--- src/rtl/traffic_pkg.sv ---
// traffic_pkg
//   Shared definitions for the traffic_control request interface: lane index
//   constants, the light encoding used by traffic_control, default tuning
//   values for the sensor conditioner and a fixed-priority one-hot helper.
//   Lane bit map on every per-lane bus: bit0=N, bit1=S, bit2=E, bit3=W.
package traffic_pkg;

  localparam int NUM_LANES = 4;
  localparam int LANE_N    = 0;
  localparam int LANE_S    = 1;
  localparam int LANE_E    = 2;
  localparam int LANE_W    = 3;

  // Light encoding shared with traffic_control
  typedef enum logic [1:0] {
    LIGHT_RED    = 2'd0,
    LIGHT_YELLOW = 2'd1,
    LIGHT_GREEN  = 2'd2,
    LIGHT_FLASH  = 2'd3
  } light_t;

  // Default tuning values for the sensor conditioner
  localparam int DEF_QW         = 4;
  localparam int DEF_JAM_TH     = 12;
  localparam int DEF_JAM_HYST   = 4;
  localparam int DEF_EMPTY_HOLD = 8;
  localparam int DEF_DEB_CYC    = 3;

  // One-hot of the lowest set bit, so N beats S beats E beats W
  function automatic logic [NUM_LANES-1:0] priorityOneHot(input logic [NUM_LANES-1:0] v);
    logic [NUM_LANES-1:0] r;
    r = '0;
    for (int i = NUM_LANES - 1; i >= 0; i--) begin
      if (v[i]) begin
        r    = '0;
        r[i] = 1'b1;
      end
    end
    return r;
  endfunction

endpackage

--- src/rtl/lane_occupancy.sv ---
// lane_occupancy
//   Per-lane vehicle bookkeeping: rising-edge detect on the arrival and
//   stop-line loops, saturating occupancy counter, jam flag with hysteresis,
//   empty flag after a hold time at zero, and a sticky sensor error.
// Ports
//   clk      in  1  rising-edge clock
//   rst      in  1  asynchronous active-low reset
//   i_arr    in  1  arrival loop level (synchronous to clk)
//   i_dep    in  1  stop-line loop level (synchronous to clk)
//   o_jam    out 1  registered jam flag
//   o_empty  out 1  registered empty flag
//   o_err    out 1  sticky error: departure at 0 or arrival at saturation
module lane_occupancy
  import traffic_pkg::*;
#(
  parameter int QW         = DEF_QW,
  parameter int JAM_TH     = DEF_JAM_TH,
  parameter int JAM_HYST   = DEF_JAM_HYST,
  parameter int EMPTY_HOLD = DEF_EMPTY_HOLD
) (
  input  logic clk,
  input  logic rst,
  input  logic i_arr,
  input  logic i_dep,
  output logic o_jam,
  output logic o_empty,
  output logic o_err
);

  localparam int HW = $clog2(EMPTY_HOLD + 1);
  localparam logic [QW-1:0] OCC_MAX  = '1;
  localparam logic [QW-1:0] JAM_SET  = QW'(JAM_TH);
  localparam logic [QW-1:0] JAM_CLR  = QW'(JAM_TH - JAM_HYST);
  localparam logic [HW-1:0] HOLD_MAX = HW'(EMPTY_HOLD);

  logic          r_arrPrev;
  logic          r_depPrev;
  logic          r_arrRise;
  logic          r_depRise;
  logic [QW-1:0] r_occ;
  logic [HW-1:0] r_hold;
  logic          r_jam;
  logic          r_empty;
  logic          r_err;

  logic [QW-1:0] w_occNext;
  logic [HW-1:0] w_holdNext;
  logic          w_errSet;

  // Edge register: a loop held high counts once, on the cycle after it rises
  always_ff @(posedge clk or negedge rst) begin
    if (!rst) begin
      r_arrPrev <= 1'b0;
      r_depPrev <= 1'b0;
      r_arrRise <= 1'b0;
      r_depRise <= 1'b0;
    end else begin
      r_arrPrev <= i_arr;
      r_depPrev <= i_dep;
      r_arrRise <= i_arr & ~r_arrPrev;
      r_depRise <= i_dep & ~r_depPrev;
    end
  end

  // Next occupancy; simultaneous in/out cancels, out-of-range steps hold and flag
  always_comb begin
    w_occNext = r_occ;
    w_errSet  = 1'b0;
    if (r_arrRise && !r_depRise) begin
      if (r_occ == OCC_MAX) w_errSet  = 1'b1;
      else                  w_occNext = r_occ + 1'b1;
    end else if (r_depRise && !r_arrRise) begin
      if (r_occ == '0) w_errSet  = 1'b1;
      else             w_occNext = r_occ - 1'b1;
    end
  end

  // Hold timer runs while the lane stays at zero, any vehicle restarts it
  always_comb begin
    w_holdNext = r_hold;
    if (w_occNext != '0)          w_holdNext = '0;
    else if (r_hold != HOLD_MAX)  w_holdNext = r_hold + 1'b1;
  end

  // Flags follow the next occupancy so they land with the counter update
  always_ff @(posedge clk or negedge rst) begin
    if (!rst) begin
      r_occ   <= '0;
      r_hold  <= '0;
      r_jam   <= 1'b0;
      r_empty <= 1'b0;
      r_err   <= 1'b0;
    end else begin
      r_occ   <= w_occNext;
      r_hold  <= w_holdNext;
      r_empty <= (w_holdNext == HOLD_MAX);
      r_err   <= r_err | w_errSet;
      if (w_occNext >= JAM_SET)     r_jam <= 1'b1;
      else if (w_occNext < JAM_CLR) r_jam <= 1'b0;
    end
  end

  assign o_jam   = r_jam;
  assign o_empty = r_empty;
  assign o_err   = r_err;

endmodule

--- src/rtl/traffic_sensor_conditioner.sv ---
// traffic_sensor_conditioner
//   Producer side of the traffic_control request interface. Conditions raw
//   detector signals into registered emergency/jam/empty/sensor_err vectors.
//   Configuration macro: SENSOR_SYNC_EN adds a 2-flop synchronizer on every
//   veh_arr/veh_dep/siren bit (all latencies grow by 2 clk). Without it the
//   inputs are assumed synchronous to clk.
// Ports
//   clk         in  1  rising-edge clock
//   rst         in  1  asynchronous active-low reset
//   veh_arr     in  4  arrival loops, rising edge = one vehicle in
//   veh_dep     in  4  stop-line loops, rising edge = one vehicle out
//   siren       in  4  emergency detector levels
//   emergency   out 4  one-hot (or 0) validated emergency request
//   jam         out 4  per-lane jam flag
//   empty       out 4  per-lane empty flag
//   sensor_err  out 4  sticky per-lane sensor error
module traffic_sensor_conditioner
  import traffic_pkg::*;
#(
  parameter int QW         = DEF_QW,
  parameter int JAM_TH     = DEF_JAM_TH,
  parameter int JAM_HYST   = DEF_JAM_HYST,
  parameter int EMPTY_HOLD = DEF_EMPTY_HOLD,
  parameter int DEB_CYC    = DEF_DEB_CYC
) (
  input  logic                 clk,
  input  logic                 rst,
  input  logic [NUM_LANES-1:0] veh_arr,
  input  logic [NUM_LANES-1:0] veh_dep,
  input  logic [NUM_LANES-1:0] siren,
  output logic [NUM_LANES-1:0] emergency,
  output logic [NUM_LANES-1:0] jam,
  output logic [NUM_LANES-1:0] empty,
  output logic [NUM_LANES-1:0] sensor_err
);

  localparam int CW = $clog2(DEB_CYC + 1);
  localparam logic [CW-1:0] DEB_MAX = CW'(DEB_CYC);

  logic [NUM_LANES-1:0] w_arr;
  logic [NUM_LANES-1:0] w_dep;
  logic [NUM_LANES-1:0] w_siren;
  logic [NUM_LANES-1:0] w_valid;
  logic [CW-1:0]        r_sirenCnt [NUM_LANES];
  logic [NUM_LANES-1:0] r_emergency;

`ifdef SENSOR_SYNC_EN
  logic [3*NUM_LANES-1:0] r_sync1;
  logic [3*NUM_LANES-1:0] r_sync2;

  // Two-flop synchronizer for detectors that live in another clock domain
  always_ff @(posedge clk or negedge rst) begin
    if (!rst) begin
      r_sync1 <= '0;
      r_sync2 <= '0;
    end else begin
      r_sync1 <= {siren, veh_dep, veh_arr};
      r_sync2 <= r_sync1;
    end
  end

  assign w_arr   = r_sync2[NUM_LANES-1:0];
  assign w_dep   = r_sync2[2*NUM_LANES-1:NUM_LANES];
  assign w_siren = r_sync2[3*NUM_LANES-1:2*NUM_LANES];
`else
  assign w_arr   = veh_arr;
  assign w_dep   = veh_dep;
  assign w_siren = siren;
`endif

  // One occupancy tracker per approach
  for (genvar g = 0; g < NUM_LANES; g++) begin : g_lane
    lane_occupancy #(
      .QW         (QW),
      .JAM_TH     (JAM_TH),
      .JAM_HYST   (JAM_HYST),
      .EMPTY_HOLD (EMPTY_HOLD)
    ) u_lane (
      .clk     (clk),
      .rst     (rst),
      .i_arr   (w_arr[g]),
      .i_dep   (w_dep[g]),
      .o_jam   (jam[g]),
      .o_empty (empty[g]),
      .o_err   (sensor_err[g])
    );
  end

  // Siren debounce: count consecutive high cycles, any low sample restarts
  always_ff @(posedge clk or negedge rst) begin
    if (!rst) begin
      for (int i = 0; i < NUM_LANES; i++) r_sirenCnt[i] <= '0;
    end else begin
      for (int i = 0; i < NUM_LANES; i++) begin
        if (!w_siren[i])                   r_sirenCnt[i] <= '0;
        else if (r_sirenCnt[i] != DEB_MAX) r_sirenCnt[i] <= r_sirenCnt[i] + 1'b1;
      end
    end
  end

  always_comb begin
    w_valid = '0;
    for (int i = 0; i < NUM_LANES; i++) w_valid[i] = (r_sirenCnt[i] == DEB_MAX);
  end

  // Registered fixed-priority grant; a lower lane takes over as soon as the winner drops
  always_ff @(posedge clk or negedge rst) begin
    if (!rst) r_emergency <= '0;
    else      r_emergency <= priorityOneHot(w_valid);
  end

  assign emergency = r_emergency;

endmodule

--- config.mk ---
export PLATFORM = sky130hd
export DESIGN_NAME = traffic_sensor_conditioner
export DESIGN_NICKNAME = d
export VERILOG_FILES = /design/src/rtl/traffic_pkg.sv /design/src/rtl/lane_occupancy.sv /design/src/rtl/traffic_sensor_conditioner.sv
export SDC_FILE = /design/constraint.sdc
export NUM_CORES = 1
export LEC_CHECK = 0
export CAP_MARGIN = 10
export CORE_MARGIN = 4
export CORE_UTILIZATION = 45
export DETAILED_ROUTE_END_ITERATION = 8
export GPL_ROUTABILITY_DRIVEN = 0
export SYNTH_ARGS = -nofsm -noshare
export SYNTH_HDL_FRONTEND = slang
export SYNTH_SLANG_ARGS = --single-unit
export TNS_END_PERCENT = 100
--- constraint.sdc ---
create_clock -name clk -period 2.4 [get_ports clk]
set_clock_uncertainty 0.05 [all_clocks]
set_input_delay 0.6 -clock clk [delete_from_list [all_inputs] [get_ports clk]]
set_output_delay 0.6 -clock clk [all_outputs]
set_load 0.03 [all_outputs]
Yosys cells after proc, flatten, opt, wreduce, memory -nomap -nowiden
Index checks and enable logic that the tools add are counted.
{"block": "totals", "in_bits": 14, "register_bits": 72, "wordCells": 197}
{"block": "op_classes", "eq_ne": 24, "muxes": 60, "n_bitwise": 20, "add_sub_neg": 16, "n_reduce_logical": 28, "n_lt_le_gt_ge": 8}
{"cell": "$mux W4", "n": 28}
{"cell": "$add A4 B1 Y4 const B", "n": 8}
{"cell": "$eq A4 B4 Y1 const B", "n": 8}
{"cell": "$mux W1", "n": 24}
{"cell": "$ge A4 B4 Y1 const B", "n": 4}
{"cell": "$logic_not A4 Y1", "n": 4}
{"cell": "$lt A4 B4 Y1 const B", "n": 4}
{"cell": "$mux W2", "n": 8}
{"cell": "$ne A4 B4 Y1 const B", "n": 4}
{"cell": "$reduce_bool A4 Y1", "n": 4}
{"cell": "$sub A4 B1 Y4 const B", "n": 4}
{"cell": "$add A2 B1 Y2 const B", "n": 4}
{"cell": "$and A1 B1 Y1", "n": 8}
{"cell": "$eq A2 B2 Y1 const B", "n": 4}
{"cell": "$logic_and A1 B1 Y1", "n": 8}
{"cell": "$logic_not A1 Y1", "n": 8}
{"cell": "$ne A2 B1 Y1 const B", "n": 4}
{"cell": "$ne A2 B2 Y1 const B", "n": 4}
{"cell": "$not A1 Y1", "n": 8}
{"cell": "$reduce_bool A2 Y1", "n": 4}
{"cell": "$or A1 B1 Y1", "n": 4}

Depth between registers and ports, before layout
Gate-level depths: netlist of run 1.
{"block": "logic_depth", "depth_word": 7, "mapped_depth": 8, "depth_no_buf": 8}

By module
From an unflattened synthesis of run 1, not the netlist that was laid out.
{"block": "unflattened", "hier_cells": 331, "hier_area_um2": 3733.6}
{"mod": "lane_occupancy", "area_per_inst_um2": 808.3, "instances": 4, "seq_area_each_um2": 375.4, "cells_each": 74}
{"mod": "traffic_sensor_conditioner", "area_per_inst_um2": 500.5, "instances": 1, "seq_area_each_um2": 300.3, "cells_each": 35}

Worst setup path before layout of run 1
OpenSTA, ideal clock, no wires.
{"block": "synth_path", "path_type": "register -> register", "startpoint": "register g_lane[1].u_lane.r_occ[0]", "endpoint": "register g_lane[1].u_lane.r_hold[0]", "path_stages_with_launch": 6, "synth_period_minus_slack_ns": 2.125, "t_required_ns": 2.278, "path_buffers": 0, "arrival_ns": 2.004, "setup_time_ns": 0.072, "setup_slack_ns": 0.275, "cell_sequence": "dfrtp_1 > ha_1 > or3_1 > a311o_1 > or4b_4 > nor2_1"}
{"block": "synth_between", "elab_chain_len": 6, "elab_cells_between_ends": 10}
{"item": "start: declaration", "line_no": "lane_occupancy.sv:40", "rtl": "logic [QW-1:0] r_occ;"}
{"item": "start signal: assignment", "line_no": "lane_occupancy.sv:94", "rtl": "r_occ <= w_occNext;"}
{"item": "$sub A4 B1 Y4 or $logic_not A4 Y1 (tied branches)", "line_no": "lane_occupancy.sv:74, lane_occupancy.sv:73"}
{"item": "$mux W4", "line_no": "lane_occupancy.sv:73", "rtl": "if (r_occ == '0) w_errSet = 1'b1;"}
{"item": "$mux W4", "line_no": "lane_occupancy.sv:72", "rtl": "end else if (r_depRise && !r_arrRise) begin"}
{"item": "$mux W4 (*)", "line_no": "lane_occupancy.sv:69", "rtl": "if (r_arrRise && !r_depRise) begin"}
{"item": "via g_lane[1].u_lane.w_occNext[3]", "line_no": "lane_occupancy.sv:46", "rtl": "logic [QW-1:0] w_occNext;"}
{"item": "$reduce_bool A4 Y1 (*)", "line_no": "lane_occupancy.sv:81", "rtl": "if (w_occNext != '0) w_holdNext = '0;"}
{"item": "$mux W4 (*)", "line_no": "lane_occupancy.sv:81"}
{"item": "via g_lane[1].u_lane.w_holdNext[0]", "line_no": "lane_occupancy.sv:47", "rtl": "logic [HW-1:0] w_holdNext;"}
{"item": "end signal: assignment", "line_no": "lane_occupancy.sv:95", "rtl": "r_hold <= w_holdNext;"}
{"item": "end: declaration", "line_no": "lane_occupancy.sv:41", "rtl": "logic [HW-1:0] r_hold;"}
Mark *: on every way through the listed nets, which the timed path passes. The rest lies on a longest branch.
A chain may end at the register's enable or synchronous reset.

Worst setup path after layout of run 1
{"block": "layout_path", "startpoint": "register g_lane[1].u_lane.r_occ[1]", "endpoint": "register g_lane[1].u_lane.r_hold[0]"}
The elaborated chain is that of the path after synthesis.

==> flow_summary.ini, run 1 <==
[final_layout]
multiInputGateArea_sq_mm = 0.00181
fin_cells = 505
areaGrowthSynthToFinish_pct = 14.4
final_nets = 429
seqCellArea_sq_mm = 0.00180
n_antenna_cell = 0
n_fill_cell = 748
layout-drive-gt1-share = 0.105

[grt]
grt_pass1_vias = 2632
overflow = 0
antenna_found_initial = 0
grt_pass1_wl_um = 12000
grt_use_total = 0.149
grt_max_degree = 60

[sta]
final-hold-violation-count = 0
slew_headroom = 0.500
finalCritPeriodShare = 0.959
clock.fmax_mhz = 434
final.min_clock_period_ns = 2.30
timing.setup.tns_ns = 0
hold_ws_ns = 0.270
rsz0062_at_grt = no
finalSetupViolCount = 0
tightest_slew_ns = 0.749
final_max_slew_viol_count = 0

[logic_synthesis]
avgSynthCellArea_sq_um = 10.4
synth_area_leader_cell = dfrtp_1
syn_area_sq_mm = 0.00384
synth_enable_flop_cells = 0
synth_most_common_cell = dfrtp_1
yosysWarnings = 0
ys_top_cells_by_area = dfrtp_1, ha_1, xnor2_1, nor2b_1, buf_4
synth_commonest_cells = dfrtp_1, nor2_1, inv_1, nand2_1, ha_1
ys_ff_latch = 72
synth_seq_area_share = 0.469
ys_types = 63
synth-async-reset-ratio = 1.00
synth.top_cell.area_share = 0.469
netlist_instances = 369
syn_nets = 403
synth_ff_type = dfrtp_1

[clock_network]
cts_sinks = 72
hold_buffers = 0
h-tree-depth = 3
cts.clk_slew.worst_paths_ns = 0.08
cts_root_buf = clkbuf_8
post-cts-setup-buffers = 0
cts_made_buffers = 9
clockBufferDepth = 2
cts_tree = done
clk_latency_ns = 0.34

[floorplan]
die_x_um = 100
die_y_um = 100
row_count = 33
fp.dieArea_sq_mm = 0.0101
ios = 30
initial_core_util = 0.465
coreArea_sq_mm = 0.00826

[power_and_ir_drop]
report.power.total_w = 0.00447
ir_worst_vdd_mv = 0.394
pwr_density_cell_mw_per_mm2 = 1020
p_leak_nw = 1.87

[setup_path]
worstReg2RegEnd = g_lane[1].u_lane.r_hold[0]$_DFF_PN0_
crit_fanout = 7
cp.required_ns = 2.61
ff2ff_path_depth = 5
worstSetupEndpointType = register
rrSetupSlack_ns = 0.1
r2r_start = g_lane[1].u_lane.r_occ[1]$_DFF_PN0_
worstPathArrival_ns = 2.52
start_kind = register
crit_type = reg -> reg

[routing]
drtIter0Drc = 65
wl_per_cell_um = 13.5
vias_per_cell = 5.36
drc_errors = 0
firstDrtPassIters = 4
drtAntennaViolNets = 0
drt-total-wl_um = 6830
vias = 2707

[placement]
dp.cells = 489
portBuffers = 29
dp_hpwl_um = 4890

[job]
maxCapViolCount = 0

[min_path]
hp-class = in -> async

[outcome]
status = finished, final reports clean
==> layout make-up <==
class | instances | area share
clock inverter | 3 | 0.00912
tap | 105 | 0.0299
timing repair buffer | 39 | 0.0826
clock buffer | 13 | 0.0362
multi-input combinational | 250 | 0.412
sequential | 72 | 0.410
inverter | 23 | 0.0197
==> sequential cells by signal, indices dropped and copies added, names as in the netlist <==
register and flops:
g_lane.u_lane.r_depRise 4, g_lane.u_lane.r_hold 16, g_lane.u_lane.o_jam 4, g_lane.u_lane.r_depPrev 4, g_lane.u_lane.r_arrPrev 4, g_lane.u_lane.r_arrRise 4, g_lane.u_lane.o_empty 4, emergency 4
g_lane.u_lane.o_err 4, r_sirenCnt 8, g_lane.u_lane.r_occ 16
==> repair_timing <==
item,CTS,global route
hold endpoints to repair,0,0
gates resized for setup,0,2
setup endpoints to repair,0,3
==> layout by cell type, fill, tap and decap left out, types with 3 or more instances in the layout <==
| master | instances |
|---|---|
| dfrtp_1 | 72 |
| clkdlybuf4s50_1 | 28 |
| nor2_1 | 24 |
| inv_1 | 23 |
| nand2_1 | 23 |
| ha_1 | 19 |
| nor2b_1 | 15 |
| xnor2_1 | 14 |
| nand3_1 | 12 |
| clkbuf_8 | 11 |
| buf_4 | 11 |
| and3_1 | 8 |
| and2_1 | 8 |
| o21a_1 | 7 |
| nor3b_1 | 7 |
| nand3b_1 | 7 |
| nor3_1 | 7 |
| o21ai_0 | 7 |
| mux2i_1 | 7 |
| a31oi_1 | 6 |
| nand2b_1 | 6 |
| a21oi_1 | 4 |
| nand4b_1 | 4 |
| a211oi_1 | 4 |
| nor4_1 | 4 |
| a311o_1 | 4 |
| o22ai_1 | 3 |
| a311oi_1 | 3 |
| mux2_2 | 3 |
| or3_1 | 3 |
==> power breakdown <==
group	switching [W]	total, W	internal [W]
logic	0.000883	0.00169	0.000810
registers	0.000324	0.00181	0.00148
clock network	0.000430	0.000965	0.000535
total	0.00164	0.00447	0.00283
==> metal layers <==
metal  track usage  part of all wire  vias up
li1              -                 -     1351
met1         0.188              0.46     1307
met2         0.241              0.49       41
met3        0.0334             0.032        8
met4        0.0725             0.017        0
met5             0                 0        -
==> critical path, stage by stage, from the launching register on <==
cell	delay (ns)
dfrtp_1	0.45
ha_1	0.26
or3_1	0.39
a311o_1	0.42
or4b_4	0.53
nor2_1	0.12
==> how the worst max path moves through the flow <==
| stage | startpoint | endpoint | slack, ns | cells past startpoint |
|---|---|---|---|---|
| after floorplan | g_lane[1].u_lane.r_occ[0]$_DFF_PN0_ | g_lane[1].u_lane.r_hold[0]$_DFF_PN0_ | 0.27 | 5 |
| after global placement | g_lane[1].u_lane.r_occ[1]$_DFF_PN0_ | g_lane[1].u_lane.r_hold[0]$_DFF_PN0_ | 0.19 | 7 |
| after detailed placement | g_lane[1].u_lane.r_occ[1]$_DFF_PN0_ | g_lane[1].u_lane.r_hold[0]$_DFF_PN0_ | 0.12 | 7 |
| after CTS | g_lane[1].u_lane.r_occ[1]$_DFF_PN0_ | g_lane[1].u_lane.r_hold[0]$_DFF_PN0_ | 0.09 | 7 |
| after global routing | g_lane[3].u_lane.r_occ[1]$_DFF_PN0_ | g_lane[3].u_lane.o_empty$_DFF_PN0_ | 0.0009 | 7 |
| final | g_lane[1].u_lane.r_occ[1]$_DFF_PN0_ | g_lane[1].u_lane.r_hold[0]$_DFF_PN0_ | 0.1 | 5 |
==> per-stage QoR <==
step | instance area (sq um) | utilization | setup WS [ns]
after detailed placement | 4190 | 0.507 | 0.120
final | 4390 | 0.532 | 0.0976
after CTS | 4380 | 0.531 | 0.0923
after floorplan | 3840 | - | 0.275
after global placement | 4190 | 0.507 | 0.188
after global routing | 4390 | 0.532 | 0.000924
==> cell families (layout without fill, tap and decap cells) <==
logic type               Yosys count  count (layout)  synth area share
AND/OR/NAND/NOR                  147             147             0.224
XOR/XNOR                          16              16            0.0365
multiplexers                      11              11            0.0329
adder cells (fa/ha/maj)           20              20            0.0652
buffers and inverters             47              78            0.0610
AO/OA/AOI/OAI                     56              56             0.111
flip-flops                        72              72             0.469
Note: power is estimated with default switching activity, not from simulation.
==> run 2: changes to the inputs <==
--- a/config.mk
+++ b/config.mk
@@ -6,7 +6,6 @@
 export NUM_CORES = 1
 export LEC_CHECK = 0
 export CAP_MARGIN = 10
-export CORE_MARGIN = 4
 export CORE_UTILIZATION = 45
 export DETAILED_ROUTE_END_ITERATION = 8
 export GPL_ROUTABILITY_DRIVEN = 0
==> run 2 against run 1 <==
Effect of this change: final area down 0.26%; first-iteration DRC count up 43%; global-route usage up 1.2 points; non-clock buffer count unchanged; via count up 0.26%; core utilization up 0.13 points; routed wire length down 5.1%; clock power down 4.0%; register-to-register slack better by 0.04 ns; cell count down 0.20%; combinational power about the same; setup slack better by 0.043 ns; largest power group unchanged.
==> flow_summary.ini, run 2 (synthesis results as in run 1) <==
[sta]
finalSetupViolCount = 0
finalCritPeriodShare = 0.941
tightest_slew_ns = 0.570
final.min_clock_period_ns = 2.26
final-hold-violation-count = 0
clock.fmax_mhz = 443
final_max_slew_viol_count = 0
rsz0062_at_grt = no
timing.setup.tns_ns = 0
hold_ws_ns = 0.157
slew_headroom = 0.618

[clock_network]
clk_latency_ns = 0.34
cts_sinks = 72
cts_tree = done
cts_root_buf = clkbuf_8
clockBufferDepth = 2
cts_made_buffers = 9
post-cts-setup-buffers = 0
cts_resized = 0
h-tree-depth = 3
cts.clk_slew.worst_paths_ns = 0.07
hold_buffers = 0

[floorplan]
row_count = 33
initial_core_util = 0.467
ios = 30
fp.dieArea_sq_mm = 0.00890
die_y_um = 94.4
coreArea_sq_mm = 0.00822
die_x_um = 94.4

[final_layout]
final_nets = 429
n_antenna_cell = 0
layout_commonest_cell = dfrtp_1
fin_cells = 504
final_util = 0.533
mostFrequentLayoutCells = dfrtp_1, clkdlybuf4s50_1, nor2_1, inv_1, nand2_1
top_regs = g_lane.u_lane.r_hold (16), g_lane.u_lane.r_occ (16), r_sirenCnt (8)
layout-drive-gt1-share = 0.103
areaGrowthSynthToFinish_pct = 14.1

[setup_path]
slowest_stage = or4b_4
worstPathArrival_ns = 2.48
start_kind = register
crit_fanout = 7
critPathBufInv = 1
worstSetupEndpointType = register
cp_slowest_stage_delay_ns = 0.58
crit_type = reg -> reg
worstPathCellList = inv_1 -> ha_2 -> or3b_4 -> a22oi_2 -> xnor2_1 -> or4b_4 -> nor2_1
cp.required_ns = 2.62
cpLargestDelayFamily = simple AND/OR/NAND/NOR gates

[grt]
grt_use_total = 0.161
overflow = 0
grt_pass1_wl_um = 11100
grt_pass1_vias = 2489
antenna_found_initial = 0
grt_max_degree = 37

[job]
maxCapViolCount = 0

[routing]
drtAntennaViolNets = 0
firstDrtPassIters = 4
drt-total-wl_um = 6480
drc_errors = 0
drtIter0Drc = 93
vias_per_cell = 5.38
wl_per_cell_um = 12.9
vias = 2714

[placement]
dp_hpwl_um = 4630
portBuffers = 29
dp.cells = 489

[outcome]
status = finished, final reports clean

[min_path]
hp-class = in -> async

[power_and_ir_drop]
p_switching_w = 0.00163
p_leak_nw = 1.86
pwr_density_cell_mw_per_mm2 = 1010
combPwrFrac = 0.377
power_frac_clock = 0.210
switching_share = 0.370
seqPwrFrac = 0.413
ir_worst_vdd_mv = 0.373
intPower_w = 0.00278
[run 2: changes by cell type in the layout (fill, tap and decap cells not counted), sizes merged]
cell / delta
clkbuf: -1
clkinv: -1
clkinvlp: +1
[run 2: worst register-to-register path, cell delays in order, from the launching register on]
cell	delay, ns
dfrtp_1	0.44
inv_1	0.11
ha_2	0.21
or3b_4	0.39
a22oi_2	0.17
xnor2_1	0.12
or4b_4	0.58
nor2_1	0.12
[run 2: area by class of cell]
| class | instances | area [sq um] |
|---|---|---|
| Multi-Input combinational cell | 250 | 1810 |
| Timing Repair Buffer | 39 | 363 |
| Inverter | 23 | 86.3 |
| Clock buffer | 12 | 145 |
| Fill cell | 742 | 3840 |
| Tap cell | 105 | 131 |
| Sequential cell | 72 | 1800 |
| Clock inverter | 3 | 42.5 |
[run 2: per-stage QoR]
stage | total power (W) | setup WS, ns | instance area (sq um)
6_report | 0.00441 | 0.141 | 4380
3_3_place_gp | 0.00346 | 0.180 | 4190
4_1_cts | 0.00444 | 0.122 | 4370
5_1_grt | 0.00473 | 0.00186 | 4380
3_5_place_dp | 0.00348 | 0.127 | 4190
2_1_floorplan | 0.00309 | 0.275 | 3840
[run 2: worst paths after layout]
path                       cells after the start                            startpoint  slack [ns]                              endpoint
setup reg to reg                               7   g_lane[1].u_lane.r_occ[1]$_DFF_PN0_        0.14  g_lane[1].u_lane.r_hold[0]$_DFF_PN0_
min in group clk                               1  g_lane[3].u_lane.r_depPrev$_DFF_PN0_        0.34  g_lane[3].u_lane.r_depRise$_DFF_PN0_
hold reg to reg                                1  g_lane[3].u_lane.r_depPrev$_DFF_PN0_        0.34  g_lane[3].u_lane.r_depRise$_DFF_PN0_
setup / recovery                               7   g_lane[1].u_lane.r_occ[1]$_DFF_PN0_        0.14  g_lane[1].u_lane.r_hold[0]$_DFF_PN0_
hold / removal                                 1                                   rst        0.16      g_lane[1].u_lane.o_err$_DFF_PN0_
max in group asynchronous                      2                                   rst        1.58  g_lane[3].u_lane.r_depPrev$_DFF_PN0_
[run 2: power by group through the flow]
stage	combinational [W]	sequential, W	clock, W
finish	0.00166	0.00182	0.000926
global route	0.00185	0.00187	0.00100
CTS	0.00166	0.00182	0.000960
detailed placement	0.00165	0.00184	0
global placement	0.00163	0.00183	0
floorplan	0.00139	0.00170	0
[run 2: metal layers]
metal,part of all wire,vias to the layer above,track usage,routed length (um)
li1,-,1351,-,-
met1,0.49,1298,0.209,3170
met2,0.46,48,0.252,2990
met3,0.027,17,0.0330,178
met4,0.021,0,0.0897,136
met5,0,-,0,0
==> run 3: changes to the inputs <==
--- a/config.mk
+++ b/config.mk
@@ -5,6 +5,7 @@
 export SDC_FILE = /design/constraint.sdc
 export NUM_CORES = 1
 export LEC_CHECK = 0
+export ABC_CLOCK_PERIOD_IN_PS = 2400
 export CAP_MARGIN = 10
 export CORE_UTILIZATION = 45
 export DETAILED_ROUTE_END_ITERATION = 8
==> results of run 3 <==
No change in the layout: final DEF, timing and power equal those of run 2.
